[config.mk]
export PLATFORM = sky130hd
export DESIGN_NAME = jk_bank_driver
export DESIGN_NICKNAME = d
export VERILOG_FILES = /design/src/rtl/jk_bank_driver.sv
export SDC_FILE = /design/constraint.sdc
export NUM_CORES = 1
export LEC_CHECK = 0
export BUFFER_PORTS_ARGS = -buffer_cell sky130_fd_sc_hd__buf_2
export CAP_MARGIN = 20
export CELL_PAD_IN_SITES_DETAIL_PLACEMENT = 1
export CELL_PAD_IN_SITES_GLOBAL_PLACEMENT = 1
export CORE_UTILIZATION = 43
export DETAILED_ROUTE_END_ITERATION = 7
export PLACE_DENSITY = 0.86
export SYNTH_ARGS = -nofsm -noshare
export SYNTH_HDL_FRONTEND = slang
export SYNTH_SLANG_ARGS = --single-unit
[constraint.sdc]
create_clock -name clk -period 4.4 [get_ports clk]
set_input_delay 0.22 -clock clk [delete_from_list [all_inputs] [get_ports clk]]
set_output_delay 0.22 -clock clk [all_outputs]
set_load 0.02 [all_outputs]
[src/rtl/jk_bank_driver.sv]
// jk_bank_driver: excitation controller for a WIDTH-wide bank of JK flip-flops.
// Accepts a target word, drives J/K for one cycle, then checks the bank's Q
// feedback. On a mismatch it retries up to MAX_RETRIES times, then reports
// done or err.
module jk_bank_driver #(
  parameter  int WIDTH       = 8,
  parameter  int MAX_RETRIES = 3,
  localparam int AW          = $clog2(MAX_RETRIES + 2)
) (
  input  logic             clk,
  input  logic             reset,
  input  logic             tgt_valid,
  output logic             tgt_ready,
  input  logic [WIDTH-1:0] tgt_data,
  input  logic             tgt_mode,
  input  logic [WIDTH-1:0] q_fb,
  output logic [WIDTH-1:0] j_out,
  output logic [WIDTH-1:0] k_out,
  output logic             busy,
  output logic             done,
  output logic             err,
  output logic [AW-1:0]    attempts
);

  typedef enum logic [1:0] {
    S_IDLE  = 2'd0,
    S_DRIVE = 2'd1,
    S_CHECK = 2'd2
  } state_t;

  localparam logic [AW-1:0] MAX_R = AW'(MAX_RETRIES);
  localparam logic [AW-1:0] ONE   = AW'(1);

  state_t           state_q;
  logic [WIDTH-1:0] tgt_q;
  logic             mode_q;
  logic [AW-1:0]    retry_q;
  logic [WIDTH-1:0] j_q, k_q;
  logic             done_q, err_q;
  logic [AW-1:0]    attempts_q;

  logic [WIDTH-1:0] src_tgt_d;
  logic             src_mode_d;
  logic [WIDTH-1:0] j_d, k_d;

  // Force mode sets or clears every bit, so the pair {J,K} is never 11.
  // Toggle mode flips only the bits that differ from the target, so the
  // pair is either 00 or 11.
  function automatic logic [2*WIDTH-1:0] jk_encode(input logic [WIDTH-1:0] t,
                                                    input logic [WIDTH-1:0] q,
                                                    input logic             mode);
    logic [WIDTH-1:0] diff;
    diff = t ^ q;
    if (mode) jk_encode = {diff, diff};
    else      jk_encode = {t, ~t};
  endfunction

  // J/K excitation for the next DRIVE cycle: from the incoming request when
  // accepting it, otherwise from the captured target on a retry.
  always_comb begin
    src_tgt_d  = (state_q == S_IDLE) ? tgt_data : tgt_q;
    src_mode_d = (state_q == S_IDLE) ? tgt_mode : mode_q;
    {j_d, k_d} = jk_encode(src_tgt_d, q_fb, src_mode_d);
  end

  // Control FSM with registered J/K and status outputs. J/K default to 0 so
  // the bank holds in every cycle except DRIVE.
  always_ff @(posedge clk or negedge reset) begin
    if (!reset) begin
      state_q    <= S_IDLE;
      tgt_q      <= '0;
      mode_q     <= 1'b0;
      retry_q    <= '0;
      j_q        <= '0;
      k_q        <= '0;
      done_q     <= 1'b0;
      err_q      <= 1'b0;
      attempts_q <= '0;
    end else begin
      done_q <= 1'b0;
      err_q  <= 1'b0;
      j_q    <= '0;
      k_q    <= '0;
      case (state_q)
        S_IDLE: begin
          if (tgt_valid) begin
            tgt_q   <= tgt_data;
            mode_q  <= tgt_mode;
            retry_q <= '0;
            j_q     <= j_d;
            k_q     <= k_d;
            state_q <= S_DRIVE;
          end
        end
        S_DRIVE: begin
          state_q <= S_CHECK;
        end
        S_CHECK: begin
          if (q_fb == tgt_q) begin
            done_q     <= 1'b1;
            attempts_q <= retry_q + ONE;
            state_q    <= S_IDLE;
          end else if (retry_q < MAX_R) begin
            retry_q <= retry_q + ONE;
            j_q     <= j_d;
            k_q     <= k_d;
            state_q <= S_DRIVE;
          end else begin
            err_q      <= 1'b1;
            attempts_q <= retry_q + ONE;
            state_q    <= S_IDLE;
          end
        end
        default: state_q <= S_IDLE;
      endcase
    end
  end

  assign tgt_ready = (state_q == S_IDLE);
  assign busy      = (state_q != S_IDLE);
  assign j_out     = j_q;
  assign k_out     = k_q;
  assign done      = done_q;
  assign err       = err_q;
  assign attempts  = attempts_q;

endmodule

* Yosys cells after proc, flatten, opt, wreduce, memory -nomap -nowiden *
Index checks and enable logic that the tools add are counted.

word-level totals
  register bits = 35
  bits in latches = 0
  RAM bits = 0
  bits in read-only memories = 0
  input port bits = 20
  word-level logic and storage cells = 52
  memories kept = 0

cells by class
  add/sub/neg operators = 1
  $mul = 0
  divide/modulo/power cells = 0
  $lt $le $gt $ge = 1
  eq/ne operators = 7
  shift operators = 0
  multiplexer cells = 26
  bitwise logic cells = 2
  reduce and logical (&&, ||, !) cells = 6

operator list
  cell                 count
  $mux 8               7
  $pmux 8 s2           2
  $mux 16              1
  $mux 3               5
  $eq 8x8->1           1
  $mux 1               8
  $ne 2x2->1 const B   4
  $not 8->8            1
  $xor 8x8->8          1
  $pmux 2 s3           1
  $pmux 3 s2           1
  $reduce_and 2->1     2
  $reduce_and 4->1     1
  $reduce_bool 2->1    2
  $add 3x1->3 const B  1
  $lt 3x2->1 const B   1
  $eq 2x1->1 const B   1
  $eq 2x2->1 const B   1
  $logic_not 2->1      1
  $mux 2               1

* Longest topological paths before layout *
Gate-level depths: netlist (run 1).

  depth in word-level cells = 7
  depth in mapped cells = 7

* Least setup slack after synthesis (run 1) *
Ideal clock, no wire load.

  kind = reg2reg
  start point = register state_q[1]
  end point = register k_q[0], in the netlist k_out[0]
  setup time = 0.119 ns
  data arrival time = 1.366 ns
  required time = 4.281 ns
  path slack = 2.914 ns
  cell stages (with the launch flop) = 6
  path buffers = 0
  path through = dfrtp_1 nor2_1 mux2i_1 nor2_1 xnor2_1 nor2_2

on the way
  cells in the longest elaborated chain, start to end = 7
  elaborated cells between the ends (all ways) = 11

ends and longest elaborated chain
  element                                   RTL line    RTL
  from (decl)                               34          state_t state_q;
  from (signal assigned)                    70          state_q <= S_IDLE;
  from (signal assigned)                    92          state_q <= S_DRIVE;
  from (signal assigned)                    96          state_q <= S_CHECK;
  $logic_not 2->1                           61, 62, 84
  $mux 8                                    61          src_tgt_d = (state_q == S_IDLE) ? tgt_data : tgt_q;
  $xor 8x8->8 or $not 8->8 (tied branches)  53, 55
  $mux 16                                   54          if (mode) jk_encode = {diff, diff};
  $mux 8                                    103         end else if (retry_q < MAX_R) begin
  $mux 8                                    99          if (q_fb == tgt_q) begin
  $pmux 8 s2 *                              84          case (state_q)
  to (signal assigned)                      91          k_q <= k_d;
  to (signal assigned)                      106         k_q <= k_d;
  to (decl)                                 38          logic [WIDTH-1:0] j_q, k_q;

Mark *: on every way between the ends. The rest lies on a longest branch, timed or not.
A chain may end at the register's enable or synchronous reset.

* Worst setup path after layout (run 1) *
  start point = register tgt_q[3]
  end point = register retry_q[0]

on the way
  cells in the longest elaborated chain, start to end = 3

ends and longest elaborated chain
  element                     RTL line  RTL
  from (decl)                 35        logic [WIDTH-1:0] tgt_q;
  from (signal assigned)      87        tgt_q <= tgt_data;
  $eq 8x8->1                  99
  $ne 2x2->1 (no line)        --
  $reduce_and 4->1 (no line)  --
  to (signal assigned)        104       retry_q <= retry_q + ONE;
  to (decl)                   37        logic [AW-1:0] retry_q;

Every way passes these cells.

==> flow_summary.toml, run 1 <==
[flow_run]
cap_violations = 0

[logic_synthesis]
syn_area_um2 = 1650
post-synth-top-count-cell = "dfrtp_1"
ys_seq_elements = 35
synth_top_area_cell = "dfrtp_1"
ys.flop_type = "dfrtp_1"
synth_async_sr_flop_share = 1.00
synthCells = 140
synth_commonest_cells = "dfrtp_1, xnor2_1, nor2_1"
ys_seq_area_frac = 0.531
synth_warnings = 0
syn_area_per_cell_um2 = 11.8
synth_edf_count = 0
synth_top_area_share = 0.531
synth.distinct_cells = 24
syn_nets = 161
synthTopCellsByArea = "dfrtp_1, xnor2_1, mux2_2"

[cts]
clock_sinks = 35
post-cts-setup-buffers = 0
root_buffer = "clkbuf_8"
ctsResizeCount = 0
cts_max_level = 2
insertion_delay_ns = 0.29
cts_buffer_depth = 2
path_clk_slew_ns = 0.07
postCtsHoldBufs = 0
cts_tree = "yes"
cts-buffers-inserted = 5

[global_routing]
antenna_found_initial = 0
grt_pass1_wl_um = 5930
track_usage = 0.198
grt_overflow = 0
grt_max_degree = 36
grt_pass1_vias = 1255

[place]
hpwl_um = 2580
place.gp.congestion = 0.763
io_buffer_count = 42

[floorplanning]
dieArea_um2 = 4090
die_w_um = 64.0
rows = 22
coreArea_um2 = 3660
io_pins = 43
chipHeight_um = 64.0
initial_core_util = 0.451

[detailed_routing]
vias = 1160
wl_met2_um = 1900
wl_per_cell_um = 15.5
drt-met1-wl_um = 1520
vias_per_cell = 4.94
first_iter_violations = 11
first_pass_iters = 4
drc = 0
antenna_left = 0
drt-total-wl_um = 3640
met3_length_um = 169
highest_layer = "met4"

[setup_path]
path_class = "reg2reg"
r2r_cells = 5
cp_slowest_cell = "o31a_1"
arrival_ns = 2.29
crit_chain = "xnor2_1 -> nand4_1 -> nor2_2 -> o31a_1 -> mux2_4"
rr_endpoint = "retry_q[0]"
worst_setup_path_start_kind = "flop"
worstPathRequired_ns = 4.63
path_buf_inv = 0
cp_top_family = "compound AO/OA/AOI/OAI gates"
r2r-start = "tgt_q[3]"
path_max_fanout = 18
slowest_delay_ns = 0.74
r2r_setup_slack_ns = 2.34
critPathCaptureType = "flop"

[layout]
fill_cells = 416
drive_above_1_share = 0.374
nets = 207
area_growth_pct = 19.4
antennaDiodeCount = 0
utilization = 0.538

[sta]
fmax_ghz = 0.486
setup_violations = 0
relSlewSlack = 0.414
hold_violations = 0
report.final.slew_viol_count = 0
rsz0062_at_grt = "no"
min_period_ns = 2.06
period_share = 0.468
worst_slew_pin_slew_ns = 0.879
finClkSkew_ns = 0.00482
tns_ns = 0

[power_and_ir_drop]
p_leak_nw = 0.989
ir_drop_mv = 0.310
fin_total_pwr_w = 0.00156
cellPowerDensity_nw_per_um2 = 792

[hold_path]
hold_class = "in2async"

[outcome]
status = "completed"
-- registers in the layout, indices dropped and copies added, names as in the netlist --
name	count
attempts	3
k_out	8
state_q	2
mode_q	1
done	1
retry_q	3
err	1
j_out	8
tgt_q	8
-- where the power goes --
group	switching (W)	total, W	internal, W	leakage, nW
Combinational	0.000459	0.000813	0.000354	0.499
Sequential	0.0000733	0.000522	0.000448	0.447
Clock	0.000114	0.000225	0.000111	0.0422
-- area by class of cell --
cell class,count,area [um2],share of cell area
clock buffer,7,76.3,0.0387
clock inverter,1,5.00,0.00254
inverter,4,15.0,0.00762
multi-input combinational,97,721,0.366
sequential,35,876,0.444
tap,48,60.1,0.0305
timing repair buffer,43,218,0.110
-- metrics by stage --
step	worst slack (ns)	cells	cell area, um2	hold slack, ns
after floorplan	2.91	140	1650	-0.0756
final	2.34	235	1970	0.00729
after CTS	2.34	235	1970	0.0334
after detailed placement	2.35	227	1890	0.346
after global placement	2.41	227	1890	0.327
after global routing	2.21	235	1970	0.0736
-- cells in the final DEF (no fill, tap or decap) --
cell type / count
nand2_1: 10
xor2_1: 1
nor3b_1: 1
inv_1: 4
nand2b_1: 1
nand4_1: 2
buf_4: 1
nor2_1: 19
clkbuf_8: 5
a21o_2: 1
o31a_1: 1
o21bai_1: 1
a22o_1: 1
mux2i_1: 11
ha_1: 1
xnor2_1: 24
dfrtp_1: 35
nor2b_1: 1
mux2_2: 12
clkinv_2: 1
clkbuf_1: 2
nor3_1: 2
mux2_4: 1
nor2_2: 7
buf_2: 42
-- layer usage --
| layer | global-route usage | up-vias |
|---|---|---|
| met4 | 0.0682 | 0 |
| li1 | - | 545 |
| met3 | 0.0536 | 5 |
| met1 | 0.209 | 577 |
| met2 | 0.374 | 33 |
| met5 | 0 | - |
-- worst reg2reg max path: stages (launching register included) --
cell,delay [ns]
dfrtp_1,0.41
xnor2_1,0.21
nand4_1,0.16
nor2_2,0.20
o31a_1,0.74
mux2_4,0.28
-- worst max-delay path by stage --
stage / start / slack (ns) / cells after the start / to
after floorplan: state_q[1] / 2.91 / 5 / k_out[0]
after CTS: tgt_q[3] / 2.34 / 5 / retry_q[0]
final: tgt_q[3] / 2.34 / 5 / retry_q[0]
after global placement: tgt_q[3] / 2.41 / 5 / retry_q[0]
after detailed placement: tgt_q[3] / 2.35 / 5 / retry_q[0]
after global routing: state_q[1] / 2.21 / 6 / k_out[4]
-- logic make-up after synthesis --
kind of cell,count (synthesis),share of synthesized area
flops,35,0.531
buf+inv,8,0.0326
fa+ha+maj,1,0.00758
mux,24,0.158
compound gates,4,0.0205
simple gates,43,0.118
xor+xnor,25,0.133
Power figures use the tool's default switching activity.
==> run 2, diff against run 1 <==
- CORE_UTILIZATION: 43 -> 40
- PLACE_DENSITY: 0.86 -> 0.81
- clock period: 4.4 -> 2.1 ns (I/O delays scaled with it)
==> flow_summary.toml, run 2 (synthesized netlist as in run 1, its figures left out) <==
[cts]
ctsResizeCount = 0
root_buffer = "clkbuf_8"
postCtsHoldBufs = 1
clock_sinks = 35
post-cts-setup-buffers = 0
cts-buffers-inserted = 5
insertion_delay_ns = 0.29
cts_max_level = 2
cts_buffer_depth = 2
cts_tree = "yes"
path_clk_slew_ns = 0.07

[sta]
rsz0062_at_grt = "no"
worst_slew_pin_slew_ns = 0.768
setup_violations = 0
whs_ns = 0.0688
period_share = 0.807
min_period_ns = 1.70
tns_ns = 0
report.final.slew_viol_count = 0
layout_setup_ws_ns = 0.405
fmax_ghz = 0.590
hold_violations = 0
relSlewSlack = 0.488
finClkSkew_ns = 0.00631

[detailed_routing]
first_pass_iters = 4
first_iter_violations = 10
vias_per_cell = 4.97
vias = 1188
antenna_left = 0
drc = 0
wl_per_cell_um = 16.2
drt-total-wl_um = 3880

[power_and_ir_drop]
power.switching_w = 0.00139
sw_frac_of_total = 0.404
seqPwrFrac = 0.320
cellPowerDensity_nw_per_um2 = 1690
p_comb_frac = 0.526
p_leak_nw = 1.02
pwr-share-clk = 0.154
ir_drop_mv = 0.733
power.internal_w = 0.00205

[global_routing]
track_usage = 0.212
grt_max_degree = 36
grt_pass1_wl_um = 6510
grt_pass1_vias = 1307
grt_overflow = 0
antenna_found_initial = 0

[floorplanning]
io_pins = 43
rows = 22
chipHeight_um = 66.2
coreArea_um2 = 3800
initial_core_util = 0.434
die_w_um = 66.2
dieArea_um2 = 4390

[setup_path]
worstPathRequired_ns = 2.28
critPathCaptureType = "flop"
arrival_ns = 1.87
path_max_fanout = 13
path_class = "reg2reg"
worst_setup_path_start_kind = "flop"

[layout]
antennaDiodeCount = 0
fill_cells = 431
final_common_cell = "buf_2"
instances_no_fill = 239
drive_above_1_share = 0.387
area_growth_pct = 23.3
multiInputGateArea_um2 = 721
nets = 211
final-seq-area_um2 = 876
most-common-layout-cells = "buf_2, dfrtp_1, xnor2_1"
fin_area_um2 = 2030

[place]
io_buffer_count = 42
place.gp.congestion = 0.777
dp_slack_ns = 0.371
dpl_cell_area_um2 = 1920
dp_cells = 230
hpwl_um = 2940

[hold_path]
hold_class = "in2reg"

[flow_run]
cap_violations = 0

[outcome]
status = "completed"
-- run 2: cell types whose count changed in the layout (fill, tap and decap cells not counted) --
cell / before / now
clkinv_2: 1 / 0
dlygate4sd3_1: 0 / 1
buf_4: 1 / 3
clkbuf_1: 2 / 1
clkbuf_8: 5 / 7
buf_12: 0 / 1
-- run 2: final cells by class --
class                      instances  area share
timing repair buffer              47       0.129
tap                               48      0.0295
inverter                           4     0.00738
multi-input combinational         97       0.354
clock buffer                       8      0.0492
sequential                        35       0.431
-- run 2: path summary, 6_finish.rpt --
path | start | endpoint | slack (ns) | cells after the start
hold / removal | tgt_data[2] | tgt_q[2] | 0.07 | 2
max in group asynchronous | reset | retry_q[2] | 1.18 | 2
hold reg to reg | state_q[1] | state_q[1] | 0.47 | 1
setup reg to reg | tgt_q[3] | j_out[1] | 0.40 | 6
setup / recovery | tgt_q[3] | j_out[1] | 0.40 | 6
min in group asynchronous | reset | j_out[2] | 0.42 | 2
-- run 2: critical path: stages, from the launching register on --
cell     delay (ns)
dfrtp_1        0.40
xnor2_1        0.22
nand4_1        0.17
nor2_2         0.21
o31a_1         0.33
buf_12         0.19
nor2_1         0.06
-- run 2: power groups by stage --
| stage | registers (W) | clock network, W | logic (W) |
|---|---|---|---|
| 5_1_grt | 0.00113 | 0.000566 | 0.00199 |
| 2_1_floorplan | 0.00123 | 0 | 0.00122 |
| 4_1_cts | 0.00110 | 0.000542 | 0.00185 |
| 3_3_place_gp | 0.00109 | 0 | 0.00175 |
| 3_5_place_dp | 0.00111 | 0 | 0.00183 |
| 6_report | 0.00110 | 0.000529 | 0.00181 |
-- run 2: stage by stage --
| step | power (W) | util |
|---|---|---|
| finish | 0.00344 | 0.536 |
| global route | 0.00369 | 0.536 |
| CTS | 0.00349 | 0.536 |
| detailed placement | 0.00295 | 0.507 |
| global placement | 0.00284 | 0.507 |
| floorplan | 0.00245 | - |
-- run 2: per-layer routing --
layer / share of wire / global-route usage / routed length, um / vias to the layer above
met1: 0.40 / 0.238 / 1570 / 599
met3: 0.041 / 0.0466 / 160 / 8
met5: 0 / 0 / 0 / -
li1: - / - / - / 550
met4: 0.019 / 0.0957 / 75 / 0
met2: 0.53 / 0.379 / 2070 / 31
